File: src/rtl/axi_stride_reader.sv
// rtl/axi_stride_reader.sv - strided AXI read-burst issuer with response checking
//
// Issues cfg_reqCnt read bursts at cfg_base + n*cfg_stride and checks the
// returning R beats for burst length, ID and (optionally) data content.
//
// Ports:
//   clk, resetN                     clock, asynchronous active-low reset
//   en                              gates new AR issue only
//   start                           one-cycle pulse, samples cfg_* and starts a run
//   cfg_base/stride/reqCnt/len/id   run configuration
//   m_ar_*                          AR initiator channel
//   m_r_*                           R channel (m_r_ready never back-pressures)
//   busy, done, errorCode, rspCnt   status
//
// Optional feature: define STRIDE_READER_DATA_CHECK_EN to check every beat's
// data against the low bits of its byte address (errorCode 4).
module axi_stride_reader #(
    parameter int ADDR_BITS            = 32,
    parameter int BURST_LEN_WIDTH      = 8,
    parameter int TID_WIDTH            = 8,
    parameter int LOG_BLOCK_DATA_BYTES = 0,
    parameter int LOG_MAX_OUTSTANDING  = 2
) (
    input  logic                                  clk,
    input  logic                                  resetN,
    input  logic                                  en,
    input  logic                                  start,
    input  logic [ADDR_BITS-1:0]                  cfg_base,
    input  logic [ADDR_BITS-1:0]                  cfg_stride,
    input  logic [15:0]                           cfg_reqCnt,
    input  logic [BURST_LEN_WIDTH-1:0]            cfg_len,
    input  logic [TID_WIDTH-1:0]                  cfg_id,
    output logic                                  m_ar_valid,
    input  logic                                  m_ar_ready,
    output logic [ADDR_BITS-1:0]                  m_ar_addr,
    output logic [BURST_LEN_WIDTH-1:0]            m_ar_len,
    output logic [TID_WIDTH-1:0]                  m_ar_id,
    input  logic                                  m_r_valid,
    output logic                                  m_r_ready,
    input  logic [(8<<LOG_BLOCK_DATA_BYTES)-1:0]  m_r_data,
    input  logic                                  m_r_last,
    input  logic [TID_WIDTH-1:0]                  m_r_id,
    output logic                                  busy,
    output logic                                  done,
    output logic [2:0]                            errorCode,
    output logic [15:0]                           rspCnt
);

    localparam int DATA_WIDTH = 8 << LOG_BLOCK_DATA_BYTES;
    localparam int OW = LOG_MAX_OUTSTANDING + 1;
    localparam logic [OW-1:0] MAX_OUT = OW'(1 << LOG_MAX_OUTSTANDING);
    localparam logic [OW-1:0] OUT_ONE = OW'(1);
    localparam logic [BURST_LEN_WIDTH-1:0] BEAT_ONE = BURST_LEN_WIDTH'(1);

    typedef enum logic [1:0] {S_IDLE, S_RUN, S_DRAIN, S_DONE} state_t;

    state_t                     state_q, state_d;
    logic                       ar_valid_q, ar_valid_d;
    logic [ADDR_BITS-1:0]       ar_addr_q, ar_addr_d;
    logic [ADDR_BITS-1:0]       stride_q, stride_d;
    logic [BURST_LEN_WIDTH-1:0] len_q, len_d;
    logic [TID_WIDTH-1:0]       id_q, id_d;
    logic [15:0]                req_cnt_q, req_cnt_d;
    logic [15:0]                issued_q, issued_d;
    logic [OW-1:0]              out_q, out_d;
    logic [BURST_LEN_WIDTH-1:0] beat_q, beat_d;
    logic [2:0]                 err_q, err_d;
    logic [15:0]                rsp_cnt_q, rsp_cnt_d;

    logic       ar_hs, r_hs, r_end, final_beat, start_ok;
    logic [2:0] err_new;

`ifdef STRIDE_READER_DATA_CHECK_EN
    // Base address of the burst currently returning on R.
    logic [ADDR_BITS-1:0]  rsp_addr_q, rsp_addr_d;
    logic [ADDR_BITS-1:0]  beat_addr;
    logic [DATA_WIDTH-1:0] exp_data;
    assign beat_addr = rsp_addr_q + (ADDR_BITS'(beat_q) << LOG_BLOCK_DATA_BYTES);
    assign exp_data  = DATA_WIDTH'(beat_addr);
`else
    logic data_unused;
    assign data_unused = ^m_r_data;
`endif

    assign m_r_ready  = resetN;
    assign m_ar_valid = ar_valid_q;
    assign m_ar_addr  = ar_addr_q;
    assign m_ar_len   = len_q;
    assign m_ar_id    = id_q;
    assign busy       = (state_q == S_RUN) || (state_q == S_DRAIN);
    assign done       = (state_q == S_DONE);
    assign errorCode  = err_q;
    assign rspCnt     = rsp_cnt_q;

    always_comb begin
        state_d    = state_q;
        ar_valid_d = ar_valid_q;
        ar_addr_d  = ar_addr_q;
        stride_d   = stride_q;
        len_d      = len_q;
        id_d       = id_q;
        req_cnt_d  = req_cnt_q;
        out_d      = out_q;
        beat_d     = beat_q;
        err_d      = err_q;
        rsp_cnt_d  = rsp_cnt_q;
        err_new    = 3'd0;
`ifdef STRIDE_READER_DATA_CHECK_EN
        rsp_addr_d = rsp_addr_q;
`endif
        ar_hs      = ar_valid_q & m_ar_ready;
        r_hs       = m_r_valid & m_r_ready;
        r_end      = r_hs & m_r_last;
        final_beat = (beat_q == len_q);
        start_ok   = start && ((state_q == S_IDLE) || (state_q == S_DONE));
        issued_d   = ar_hs ? issued_q + 16'd1 : issued_q;

        // A stray last with nothing outstanding is flagged, not counted below zero.
        if (ar_hs && !(r_end && out_q != '0))
            out_d = out_q + OUT_ONE;
        else if (!ar_hs && r_end && out_q != '0)
            out_d = out_q - OUT_ONE;

        if (r_hs) begin
            if (final_beat && !m_r_last)
                err_new = 3'd1;
            else if (!final_beat && m_r_last)
                err_new = 3'd2;
            else if (m_r_id != id_q)
                err_new = 3'd3;
`ifdef STRIDE_READER_DATA_CHECK_EN
            else if (m_r_data != exp_data)
                err_new = 3'd4;
`endif
            else if (out_q == '0)
                err_new = 3'd5;
            beat_d = m_r_last ? '0 : beat_q + BEAT_ONE;
        end
        if (err_q == 3'd0)
            err_d = err_new;
        if (r_end) begin
            rsp_cnt_d = rsp_cnt_q + 16'd1;
`ifdef STRIDE_READER_DATA_CHECK_EN
            rsp_addr_d = rsp_addr_q + stride_q;
`endif
        end

        // ar_addr_q always holds the next address to issue, so a fresh AR
        // can be raised in the same cycle the previous one handshakes.
        if (ar_hs)
            ar_addr_d = ar_addr_q + stride_q;
        if (ar_valid_q && !ar_hs)
            ar_valid_d = 1'b1;
        else
            ar_valid_d = (state_q == S_RUN) && en && (issued_d < req_cnt_q) && (out_d < MAX_OUT);

        case (state_q)
            S_RUN:   if (issued_d == req_cnt_q) state_d = S_DRAIN;
            S_DRAIN: if (out_d == '0) state_d = S_DONE;
            default: state_d = state_q;
        endcase

        if (start_ok) begin
            state_d    = (cfg_reqCnt == 16'd0) ? S_DONE : S_RUN;
            stride_d   = cfg_stride;
            len_d      = cfg_len;
            id_d       = cfg_id;
            req_cnt_d  = cfg_reqCnt;
            issued_d   = 16'd0;
            ar_addr_d  = cfg_base;
            ar_valid_d = en && (cfg_reqCnt != 16'd0) && (out_d < MAX_OUT);
            beat_d     = '0;
            err_d      = 3'd0;
            rsp_cnt_d  = 16'd0;
`ifdef STRIDE_READER_DATA_CHECK_EN
            rsp_addr_d = cfg_base;
`endif
        end
    end

    always_ff @(posedge clk or negedge resetN) begin
        if (!resetN) begin
            state_q    <= S_IDLE;
            ar_valid_q <= 1'b0;
            ar_addr_q  <= '0;
            stride_q   <= '0;
            len_q      <= '0;
            id_q       <= '0;
            req_cnt_q  <= '0;
            issued_q   <= '0;
            out_q      <= '0;
            beat_q     <= '0;
            err_q      <= 3'd0;
            rsp_cnt_q  <= '0;
`ifdef STRIDE_READER_DATA_CHECK_EN
            rsp_addr_q <= '0;
`endif
        end else begin
            state_q    <= state_d;
            ar_valid_q <= ar_valid_d;
            ar_addr_q  <= ar_addr_d;
            stride_q   <= stride_d;
            len_q      <= len_d;
            id_q       <= id_d;
            req_cnt_q  <= req_cnt_d;
            issued_q   <= issued_d;
            out_q      <= out_d;
            beat_q     <= beat_d;
            err_q      <= err_d;
            rsp_cnt_q  <= rsp_cnt_d;
`ifdef STRIDE_READER_DATA_CHECK_EN
            rsp_addr_q <= rsp_addr_d;
`endif
        end
    end

endmodule

File: config.mk
export PLATFORM = sky130hd
export DESIGN_NAME = axi_stride_reader
export DESIGN_NICKNAME = d
export VERILOG_FILES = /design/src/rtl/axi_stride_reader.sv
export SDC_FILE = /design/constraint.sdc
export NUM_CORES = 1
export LEC_CHECK = 0
export CAP_MARGIN = 20
export CELL_PAD_IN_SITES_DETAIL_PLACEMENT = 1
export CELL_PAD_IN_SITES_GLOBAL_PLACEMENT = 1
export CORE_ASPECT_RATIO = 1.5
export CORE_MARGIN = 1
export CORE_UTILIZATION = 32
export DETAILED_ROUTE_END_ITERATION = 10
export GPL_TIMING_DRIVEN = 0
export PLACE_DENSITY = 0.8
export SLEW_MARGIN = 10
export SYNTH_ARGS = -nofsm -noshare
export SYNTH_HDL_FRONTEND = slang
export SYNTH_SLANG_ARGS = --single-unit
File: constraint.sdc
create_clock -name clk -period 6.1 [get_ports clk]
set_input_delay 0.61 -clock clk [delete_from_list [all_inputs] [get_ports clk]]
set_output_delay 0.61 -clock clk [all_outputs]
set_load 0.01 [all_outputs]
---- Word-level counts from Yosys, hierarchy flattened ----
Cells that the tools add are included.
storage, ports and cells
  output and inout port bits .............. 71
  bits of input ports ..................... 119
  flip-flop bits (word level) ............. 145
  word-level logic and storage cells ...... 88
cells by class
  $lt $le $gt $ge ......................... 2
  eq/ne operators ......................... 8
  bitwise gates (word level) .............. 3
  multiplexer cells ....................... 25
  reduce and logical (&&, ||, !) cells .... 32
  $add $sub $neg .......................... 6
operators with widths
  kind                                                                     number
  16-bit two-way mux                                                       4
  32-bit two-way mux                                                       2
  16-bit by 1-bit adder with 16-bit output, second input constant          2
  32-bit adder                                                             1
  3-bit two-way mux                                                        9
  8-bit two-way mux                                                        3
  16-bit equality test                                                     1
  16-bit zero test                                                         1
  16-bit less-than comparator                                              1
  16-bit nonzero test                                                      1
  1-bit logical AND                                                        13
  3-bit zero test                                                          3
  8-bit by 1-bit adder with 8-bit output, second input constant            1
  8-bit equality test                                                      1
  2-bit two-way mux                                                        4
  8-bit inequality test                                                    1
  2-bit nonzero test                                                       4
  3-bit by 2-bit inequality test with 1-bit output, second input constant  2
  3-bit nonzero test                                                       2
  2-bit equality test, second input constant                               2
  1-bit zero test                                                          4
  2-bit case mux with 2 select lines                                       1
  3-bit by 1-bit adder with 3-bit output, second input constant            1
  1-bit bitwise AND                                                        3
  7 further kinds                                                          9

---- Depth between registers and ports, before layout ----
Gate-level depths: netlist of run 1.
  depth in word-level cells ............... 10
  depth in mapped cells ................... 17
  depth with buffers taken out ............ 16

---- Least setup slack after synthesis of run 1 ----
OpenSTA, ideal clock, no wires.
  path type ............................... input -> register
  start ................................... input m_ar_ready
  end ..................................... register state_q[1]
  arrival ................................. 3.338 ns
  path slack .............................. 2.637 ns
  required time ........................... 5.975 ns
  library setup time ...................... 0.125 ns
  stages .................................. 15
  buffers on the path ..................... 2
  path through ............................ and2_1 > clkbuf_1 > clkbuf_1 > and3_1 > nand4_1 > nor3_1 > xnor2_1 > ha_1 > nand4_1 > nor2_1 > nand2_1 > nor3_1 > a21oi_1 > a21oi_1 > mux2_2
on the way
  word-level cells in the longest chain between the ends .. 9
  elaborated cells between the ends (all ways) .. 13
  classes of those cells .................. eq/ne: 3; mux: 3; bitwise: 1; reduce/logical: 6
ends and longest elaborated chain
  what                                                        line  RTL
  from (decl)                                                 34    input logic m_ar_ready,
  1-bit bitwise AND *                                         111   ar_hs = ar_valid_q & m_ar_ready;
  1-bit zero test                                             121   else if (!ar_hs && r_end && out_q != '0)
  1-bit logical AND (2 in series)                             121
  3-bit two-way mux                                           121
  3-bit two-way mux                                           119   if (ar_hs && !(r_end && out_q != '0))
  3-bit zero test                                             159   S_DRAIN: if (out_d == '0) state_d = S_DONE;
  3-bit by 2-bit inequality test with 1-bit output (no line)  n/a
  3-bit AND reduction (no line) *                             n/a
  to (signal assigned)                                        199   state_q <= state_d;
  to (decl)                                                   57    state_t state_q, state_d;
Mark *: on every way between the ends. The rest lies on a longest branch, timed or not.
A chain may end at the register's enable or synchronous reset.

---- Worst setup path after layout of run 1 ----
Same ends and word-level chain as after synthesis.

==> results of run 1 <==
[layout by cell type, fill, tap and decap left out, types with 3 or more instances in the layout]
master and instances:
nand4_1 13, xor2_1 41, nor2_1 71, buf_1 6, and3_1 15, and2_1 19
a31oi_1 14, o21a_1 8, o211ai_1 6, nor2b_1 5, or3_1 4, maj3_1 4
xnor2_1 30, clkbuf_1 34, dfrtp_1 145, mux2i_1 4, nor3_1 12, nand3b_1 5
nand3_1 23, ha_1 57, clkbuf_16 17, clkdlybuf4s50_1 180, a21oi_1 71, nand2b_1 4
nor4_1 11, o31ai_1 3, a21o_1 17, bufinv_16 7, o21ai_0 55, a211oi_1 4
inv_1 29, nand2_1 242
[final timing paths]
kind	from	to	slack, ns	depth (start not counted)
worst max-delay path	m_ar_ready	state_q[1]	1.75	17
min in group clk	stride_q[3]	stride_q[3]	0.48	2
worst min-delay path	resetN	m_ar_id[0]	0.15	1
worst min register to register	stride_q[3]	stride_q[3]	0.48	2
max in group asynchronous	resetN	stride_q[9]	5.15	2
worst max register to register	m_ar_valid	state_q[1]	2.03	16
[cells by family after synthesis]
| family | Yosys count | synth area share [%] |
|---|---|---|
| compound gates | 198 | 14.3 |
| xor+xnor | 71 | 7.38 |
| fa+ha+maj | 62 | 9.18 |
| buf+inv | 70 | 3.27 |
| flops | 145 | 43.1 |
| mux | 5 | 0.609 |
| simple gates | 429 | 22.2 |
[per-layer routing]
metal	routed length [µm]	GRT usage [%]	up-vias
met5	0	0	-
met4	799	8.43	0
met3	960	3.38	45
met2	14800	39.3	166
met1	10900	23.7	3784
li1	-	-	3738
[registers in the layout, indices dropped and copies added (netlist names)]
name / cells
stride_q: 32
issued_q: 16
m_ar_id: 8
m_ar_addr: 32
out_q: 3
m_ar_len: 8
beat_q: 8
state_q: 2
req_cnt_q: 16
errorCode: 3
rspCnt: 16
m_ar_valid: 1
[critical path: stages]
cell	delay, ns
clkdlybuf4s50_1	0.50
and2_1	0.13
clkbuf_1	0.36
clkbuf_1	0.41
and3_1	0.28
nand4_1	0.24
nor2_1	0.23
nand2_1	0.10
xnor2_1	0.16
ha_1	0.29
nand4_1	0.13
nor2_1	0.19
nand2_1	0.10
nor3_1	0.23
a21oi_1	0.10
a21oi_1	0.24
mux2_2	0.37
[area by class of cell]
| cell class | count | area share, % |
|---|---|---|
| inverter | 29 | 0.957 |
| timing repair buffer | 182 | 16.2 |
| multi-input combinational | 765 | 39.7 |
| tap | 333 | 3.66 |
| clock buffer | 19 | 3.81 |
| buffer | 41 | 1.46 |
| clock inverter | 13 | 2.24 |
| sequential | 145 | 31.9 |
[per-stage QoR]
step	instances	setup slack, ns	utilization (%)	total power (µW)
finish	1527	1.75	44.0	2940
global route	1527	1.37	44.0	3060
CTS	1527	1.76	44.0	2960
detailed placement	1495	1.34	41.3	1710
global placement	1494	-3.08	41.2	1690
floorplan	980	2.64	-	1410
[power groups by stage]
| stage | registers, µW | logic, µW | clock network, µW |
|---|---|---|---|
| 4_1_cts | 1110 | 587 | 1260 |
| 3_5_place_dp | 1130 | 581 | 0 |
| 3_3_place_gp | 1130 | 561 | 0 |
| 2_1_floorplan | 1120 | 287 | 0 |
| 6_report | 1110 | 581 | 1250 |
| 5_1_grt | 1120 | 647 | 1300 |
==> flow_metrics.env, run 1 <==
export IMPL_status="completed"
export IMPL_portBuffers=181
export IMPL_syn_to_final_growth_pct=35.0
export IMPL_leakage_uw=0.00543
export IMPL_antenna_left=0
export IMPL_initial_core_util_pct=32.6
export IMPL_register_area_mm2=0.00363
export IMPL_die_x_um=134
export IMPL_cp_max_fo=10
export IMPL_multi_input_area_mm2=0.00452
export IMPL_grt_use_total_pct=21.2
export IMPL_antenna_found_initial=0
export IMPL_synth_edf_count=0
export IMPL_num_fill_cells=3057
export IMPL_cts_buffers=17
export IMPL_ios=190
export IMPL_pwr_share_clk_pct=42.4
export IMPL_pwr_share_comb_pct=19.8
export IMPL_htree_levels=4
export IMPL_grt_max_degree=81
export IMPL_power_density_mw_per_mm2=258
export IMPL_yosysMostFrequentCell="nand2_1"
export IMPL_viasPerCell=5.06
export IMPL_max_freq_mhz=230
export IMPL_whs_ns=0.145
export IMPL_dp_hpwl_um=20800
export IMPL_diodes=0
export IMPL_clkTransAtPathRegs_ns=0.06
export IMPL_p_int_uw=2130
export IMPL_hold_viol_final=0
export IMPL_syn_nets=1157
export IMPL_setup_viol=0
export IMPL_ys_seq_elements=145
export IMPL_synth_area_mm2=0.00842
export IMPL_gr_total_overflow=0
export IMPL_place_congestion=0.843
export IMPL_postRouteWirelength_um=27500
export IMPL_dpl_cell_area_mm2=0.0107
export IMPL_clockRootBuffer="clkbuf_16"
export IMPL_cap_violations=0
export IMPL_grt_pass1_vias=8422
export IMPL_grt_pass1_wl_um=44200
export IMPL_p_switching_uw=813
export IMPL_ys_top_cells_by_area="dfrtp_1 (43%), nand2_1 (11%), ha_1 (8.5%)"
export IMPL_cp_arrival_ns=4.68
export IMPL_rsz0062_at_grt="no"
export IMPL_critical_path_class="in2reg"
export IMPL_synth_top_cell_area_share_pct=43.1
export IMPL_fin_skew_ns=0.00784
export IMPL_drt_iter0_drc=270
export IMPL_slew_headroom_pct=45.8
export IMPL_final_nets=1358
export IMPL_cts_resized=0
export IMPL_drive_gt1_share_pct=3.69
export IMPL_drv_slew=0
export IMPL_syn_area_per_cell_um2=8.59
export IMPL_fin_crit_ns=4.35
export IMPL_die_h_um=201
export IMPL_period_share_pct=71.3
export IMPL_route_detailed_wl_per_inst_um=18.0
export IMPL_fp_dieArea_mm2=0.0270
export IMPL_required_ns=6.42
export IMPL_cts_buffer_depth=2
export IMPL_vias=7733
export IMPL_ys_types=54
export IMPL_async_flop_share_pct=100
export IMPL_row_count=72
export IMPL_clkSinkCount=145
export IMPL_hold_class="in2async"
export IMPL_tns_ns=0
export IMPL_ys_warn_count=0
export IMPL_seq_power_share_pct=37.8
export IMPL_tightest_slew_ns=0.812
export IMPL_first_pass_iters=4
export IMPL_post_cts_buffers=0
export IMPL_p_sw_share_pct=27.7
export IMPL_cp_start_kind="primary input"
export IMPL_clk_latency_ns=0.44
export IMPL_seq_area_frac_synth_pct=43.1
export IMPL_cts_tree="built"
export IMPL_syn_inst=980
export IMPL_hold_buffers=0
export IMPL_synth_top_area_cell="dfrtp_1"
export IMPL_post_route_drc_count=0
export IMPL_stdcell_area_mm2=0.0114
export IMPL_synth_commonest_cells="nand2_1 (242), dfrtp_1 (145), a21oi_1 (71), nor2_1 (71), ha_1 (57)"
export IMPL_end_kind="flop"
export IMPL_ir_drop_uv=204
export IMPL_synth_ff_type="dfrtp_1"
export IMPL_core_area_mm2=0.0259
(Power assumes the default switching activity.)
==> run 2, diff against run 1 <==
Settings changed: PLACE_DENSITY 0.8 to 0.83.
Clock period 6.1 ns to 3.8 ns, I/O delays scaled along.
==> run 2 against run 1 <==
Against the previous run: first-iteration DRC count grew 3.3%; setup slack lost 1.5 ns; via count grew 0.58%; clock power grew 36%; combinational power grew 63%; final cell count shrank 0.13%; largest power group is now registers; highest routed layer unchanged.
==> flow_metrics.env, run 2 (synthesis results as in run 1) <==
export IMPL_clkTransAtPathRegs_ns=0.06
export IMPL_critPathMostFrequentCell="o21a_1"
export IMPL_cp_startpoint="m_ar_ready"
export IMPL_grt_max_degree=78
export IMPL_r2r_setup_slack_ns=0.34
export IMPL_post_cts_buffers=0
export IMPL_grt_use_total_pct=21.9
export IMPL_critical_path_class="in2reg"
export IMPL_critPathTopFamily="buffers and inverters"
export IMPL_r2r_end="m_ar_valid"
export IMPL_antenna_found_initial=0
export IMPL_clockRootBuffer="clkbuf_16"
export IMPL_clkSinkCount=145
export IMPL_cp_start_kind="primary input"
export IMPL_end_kind="flop"
export IMPL_diodes=0
export IMPL_grt_pass1_wl_um=45500
export IMPL_clk_latency_ns=0.43
export IMPL_status="completed"
export IMPL_vias=7778
export IMPL_gr_total_overflow=0
export IMPL_period_share_pct=93.3
export IMPL_route_detailed_wl_per_inst_um=18.4
export IMPL_p_switching_uw=1270
export IMPL_final_common_cell="nand2_1"
export IMPL_hold_class="in2reg"
export IMPL_ios=190
export IMPL_hp_start="cfg_len[3]"
export IMPL_place_congestion=0.846
export IMPL_antenna_left=0
export IMPL_final_nets=1358
export IMPL_power_density_mw_per_mm2=392
export IMPL_cts_buffer_depth=2
export IMPL_cts_tree="built"
export IMPL_drt_iter0_drc=279
export IMPL_max_freq_mhz=282
export IMPL_hold_viol_final=0
export IMPL_rsz0062_at_grt="no"
export IMPL_fin_skew_ns=0.00869
export IMPL_postRouteWirelength_um=28100
export IMPL_slew_headroom_pct=48.4
export IMPL_seq_power_share_pct=40.3
export IMPL_htree_levels=4
export IMPL_viasPerCell=5.10
export IMPL_drive_gt1_share_pct=4.03
export IMPL_crit_chain="clkdlybuf4s50_1 -> and2_4 -> buf_2 -> buf_1 -> nand2_1 -> nand2_1 -> ha_1 -> nor2b_1 -> o21a_1 -> o21a_1 -> o21a_1 -> o21a_1 -> o21ai_0 -> a21oi_1 -> o21ai_0 -> a31o_2"
export IMPL_cp_arrival_ns=3.92
export IMPL_min_path_cells=3
export IMPL_whs_ns=0.477
export IMPL_die_h_um=201
export IMPL_p_int_uw=3160
export IMPL_num_fill_cells=3035
export IMPL_critPathSlowestCell="buf_1"
export IMPL_syn_to_final_growth_pct=34.2
export IMPL_grt_pass1_vias=8735
export IMPL_die_x_um=134
export IMPL_setup_viol=0
export IMPL_mostFrequentLayoutCells="nand2_1 (242), clkdlybuf4s50_1 (180), dfrtp_1 (145)"
export IMPL_initial_core_util_pct=32.6
export IMPL_portBuffers=181
export IMPL_reg2reg_depth=15
export IMPL_cap_violations=0
export IMPL_drv_slew=0
export IMPL_timing_rr_start="m_ar_valid"
export IMPL_tns_ns=0
export IMPL_p_sw_share_pct=28.7
export IMPL_tightest_slew_ns=0.774
export IMPL_whs_endpoint="m_ar_len[3]"
export IMPL_pwr_share_comb_pct=21.3
export IMPL_fin_crit_ns=3.55
export IMPL_pwr_share_clk_pct=38.4
export IMPL_cp_num_buf_inv=3
export IMPL_max_stage_delay_ns=0.59
export IMPL_first_pass_iters=4
export IMPL_row_count=72
export IMPL_core_area_mm2=0.0259
export IMPL_ir_drop_uv=311
export IMPL_cp_max_fo=10
export IMPL_post_route_drc_count=0
export IMPL_dp_hpwl_um=21600
export IMPL_cts_buffers=17
export IMPL_required_ns=4.17
export IMPL_leakage_uw=0.00539
export IMPL_fp_dieArea_mm2=0.0270
[run 2: stage by stage]
| step | std cells | worst slack, ns | area (µm²) | power, µW | util (%) |
|---|---|---|---|---|---|
| 3_5_place_dp | 1495 | -0.649 | 10700 | 2760 | 41.3 |
| 2_1_floorplan | 980 | 0.519 | 8420 | 2260 | - |
| 6_report | 1525 | 0.253 | 11300 | 4430 | 43.7 |
| 5_1_grt | 1525 | 0.0344 | 11300 | 4640 | 43.7 |
| 4_1_cts | 1525 | 0.0580 | 11300 | 4480 | 43.6 |
| 3_3_place_gp | 1494 | -5.15 | 10600 | 2710 | 41.2 |
[run 2: power by group through the flow]
stage                     combinational, µW  sequential [µW]  clock [µW]
final                                   946             1790        1700
after global routing                   1050             1800        1790
after CTS                               955             1790        1740
after detailed placement                946             1810           0
after global placement                  900             1800           0
after floorplan                         462             1800           0
[run 2: how the worst max path moves through the flow]
stage          cells after the start         end
2_1_floorplan                     15  state_q[1]
3_3_place_gp                       9  state_q[1]
3_5_place_dp                      16  state_q[1]
4_1_cts                           16  state_q[1]
5_1_grt                           17  state_q[1]
6_report                          16  m_ar_valid
[run 2: layer usage]
| metal | track usage (%) | wire (µm) | share of wire, % |
|---|---|---|---|
| met1 | 24.2 | 11100 | 40 |
| met2 | 40.9 | 15200 | 54 |
| met3 | 3.21 | 816 | 2.9 |
| met4 | 9.23 | 882 | 3.1 |
| met5 | 0 | 0 | 0 |
[run 2: repair_timing]
item                       4_1_cts  5_1_grt
gates resized for setup          2        7
pin swaps                        0        1
setup endpoints to repair        3        3
hold buffers                     1        0
hold endpoints to repair        69        0
[run 2: worst reg2reg max path, stage by stage, from the launching register on]
cell and delay, ns:
dfrtp_1 0.38, and2_4 0.22, buf_2 0.25, buf_1 0.59
nand2_1 0.15, nand2_1 0.10, ha_1 0.24, nor2b_1 0.14
o21a_1 0.16, o21a_1 0.16, o21a_1 0.17, o21a_1 0.16
o21ai_0 0.16, a21oi_1 0.09, o21ai_0 0.24, a31o_2 0.19
[run 2: layout make-up]
class                           instances  area (µm²)  area share (%)
Clock inverter                          9         135            1.20
Inverter                               29         109           0.964
Sequential cell                       145        3630            32.1
Clock buffer                           21         450            3.99
Timing Repair Buffer                  183        1850            16.4
Tap cell                              333         417            3.69
Multi-Input combinational cell        765        4540            40.2
Buffer                                 40         164            1.45
==> run 3, diff against run 2 <==
Settings changed: ABC_AREA set to 1, PLACE_DENSITY 0.83 to 0.81.
Clock period 3.8 ns to 4.5 ns, I/O delays scaled along.
==> run 3 against run 2 <==
Against the previous run: clock-buffer cell count rose by 2; power grew 110%; synthesized area grew 15%; flip-flop and latch count unchanged; sequential power grew 22%; global-route usage rose by 1.6 points; routed wire length grew 20%; clock skew rose by 0.00097 ns; largest cell class unchanged; largest power group is now combinational cells.
==> flow_metrics.env, run 3 <==
export IMPL_cts_buffers=17
export IMPL_max_freq_mhz=347
export IMPL_grt_pass1_wl_um=55200
export IMPL_setup_viol=0
export IMPL_reg2reg_depth=16
export IMPL_r2r_setup_slack_ns=1.71
export IMPL_critPathSlowestCell="clkdlybuf4s50_1"
export IMPL_mostFrequentLayoutCells="nand2_1 (539), inv_1 (214), clkdlybuf4s50_1 (180)"
export IMPL_vias=9782
export IMPL_initial_core_util_pct=32.8
export IMPL_rsz0062_at_grt="no"
export IMPL_clockRootBuffer="clkbuf_16"
export IMPL_critPathMostFrequentCell="nand2_1"
export IMPL_ys_types=42
export IMPL_ys_warn_count=0
export IMPL_cts_tree="built"
export IMPL_tightest_slew_ns=0.858
export IMPL_htree_levels=4
export IMPL_final_common_cell="nand2_1"
export IMPL_row_count=77
export IMPL_grt_max_degree=100
export IMPL_endpoint="state_q[0]"
export IMPL_multi_input_area_mm2=0.00510
export IMPL_gr_total_overflow=0
export IMPL_dp_hpwl_um=26500
export IMPL_synth_top_cell_area_share_pct=37.3
export IMPL_post_route_util_pct=42.8
export IMPL_syn_nets=1599
export IMPL_slew_headroom_pct=42.8
export IMPL_die_x_um=144
export IMPL_timing_rr_start="m_ar_valid"
export IMPL_leakage_uw=0.00659
export IMPL_cp_arrival_ns=3.23
export IMPL_grt_use_total_pct=23.4
export IMPL_place_congestion=0.938
export IMPL_pre_cts_ws_ns=1.18
export IMPL_grt_pass1_vias=10800
export IMPL_core_area_mm2=0.0297
export IMPL_antenna_found_initial=1
export IMPL_drv_slew=0
export IMPL_first_pass_iters=4
export IMPL_syn_inst=1422
export IMPL_synth_top_area_cell="dfrtp_1"
export IMPL_seq_area_frac_synth_pct=37.3
export IMPL_status="completed"
export IMPL_viasPerCell=4.81
export IMPL_synth_edf_count=0
export IMPL_critical_path_class="in2reg"
export IMPL_cp_max_fo=10
export IMPL_post_cts_buffers=0
export IMPL_cts_buffer_depth=2
export IMPL_num_fill_cells=3832
export IMPL_clkSinkCount=145
export IMPL_power_density_mw_per_mm2=720
export IMPL_clk_latency_ns=0.45
export IMPL_ir_drop_uv=283
export IMPL_ys_seq_elements=145
export IMPL_finalWorstSetupSlack_ns=1.62
export IMPL_route_detailed_wl_per_inst_um=16.6
export IMPL_cp_startpoint="m_ar_ready"
export IMPL_syn_area_per_cell_um2=6.83
export IMPL_hold_class="in2async"
export IMPL_fin_crit_ns=2.88
export IMPL_hold_buffers=1
export IMPL_max_stage_delay_ns=0.48
export IMPL_syn_to_final_growth_pct=30.5
export IMPL_fp_dieArea_mm2=0.0311
export IMPL_die_h_um=215
export IMPL_synth_area_mm2=0.00972
export IMPL_required_ns=4.84
export IMPL_cts_resized=0
export IMPL_yosysMostFrequentCell="nand2_1"
export IMPL_antenna_left=0
export IMPL_end_kind="flop"
export IMPL_postRouteWirelength_um=33800
export IMPL_drive_gt1_share_pct=4.58
export IMPL_period_share_pct=64.1
export IMPL_r2r_end="state_q[0]"
export IMPL_fin_skew_ns=0.00965
export IMPL_portBuffers=181
export IMPL_cp_start_kind="primary input"
export IMPL_clkTransAtPathRegs_ns=0.06
export IMPL_ios=190
export IMPL_final_nets=1801
export IMPL_async_flop_share_pct=100
export IMPL_ys_top_cells_by_area="dfrtp_1 (37%), nand2_1 (21%), inv_1 (8.3%)"
export IMPL_synth_ff_type="dfrtp_1"
export IMPL_drt_iter0_drc=315
export IMPL_hold_viol_final=0
export IMPL_cap_violations=0
export IMPL_post_route_drc_count=0
export IMPL_register_area_mm2=0.00363
export IMPL_crit_chain="clkdlybuf4s50_1 -> nand2_1 -> buf_6 -> nor2_4 -> inv_2 -> nor2_4 -> nand4_1 -> o21ai_1 -> nand2_1 -> ha_1 -> nand4_1 -> nor2_1 -> nand2_1 -> o21ai_1 -> nand2_1 -> nand2_1 -> nand2_1"
export IMPL_synth_commonest_cells="nand2_1 (539), inv_1 (214), dfrtp_1 (145), nor2_1 (106), o21ai_0 (69)"
run 3: per-stage QoR:
step                      hold WS [ns]  power [µW]  cells  cell area (µm²)  TNS, ns
after global placement           0.473        7460   1998            12000  -609.37
after detailed placement         0.380        7670   1999            12100        0
final                            0.481        9130   2033            12700        0
after floorplan                  0.154        5550   1422             9720        0
after global routing             0.504       10000   2033            12700        0
after CTS                        0.478        9270   2032            12700        0
run 3: worst min-delay path by stage:
stage                         endpoint         start  slack [ns]
final                       m_ar_id[5]        resetN        0.48
after global routing        m_ar_id[5]        resetN        0.50
after CTS                   m_ar_id[5]        resetN        0.48
after detailed placement    m_ar_id[5]        resetN        0.38
after global placement    stride_q[24]  stride_q[24]        0.47
after floorplan              beat_q[0]        resetN        0.15
run 3: routing by layer:
metal  GRT usage, %  vias up  routed length (µm)
li1               -     4810                   -
met3           3.46       78                 947
met2           44.7      189               18700
met4           12.6        0                1470
met5              0        -                   0
met1           23.7     4705               12600
run 3: final cells by class:
| cell class | count | share of cell area (%) |
|---|---|---|
| Clock buffer | 23 | 3.85 |
| Multi-Input combinational cell | 1022 | 40.2 |
| Inverter | 220 | 6.51 |
| Sequential cell | 145 | 28.6 |
| Timing Repair Buffer | 183 | 14.6 |
| Antenna cell | 1 | 0.0197 |
| Buffer | 35 | 1.26 |
| Clock inverter | 9 | 1.02 |
| Tap cell | 395 | 3.90 |
run 3: worst max-delay path, delay by kind of cell:
| kind | cells | cell delay [ns] |
|---|---|---|
| and+or+nand+nor | 11 | 1.29 |
| buffers and inverters | 3 | 0.73 |
| AOI/OAI and AO/OA | 2 | 0.39 |
| adders and majority gates | 1 | 0.35 |
run 3: logic make-up after synthesis:
kind of cell / synth area share (%)
AO/OA/AOI/OAI: 8.07
XOR/XNOR: 3.51
adder cells (fa/ha/maj): 7.54
buffers and inverters: 10.1
flip-flops: 37.3
AND/OR/NAND/NOR: 33.4
run 3: power by group:
part / switching, µW / internal [µW]
combinational: 3440 / 1980
sequential: 389 / 1800
clock: 585 / 928
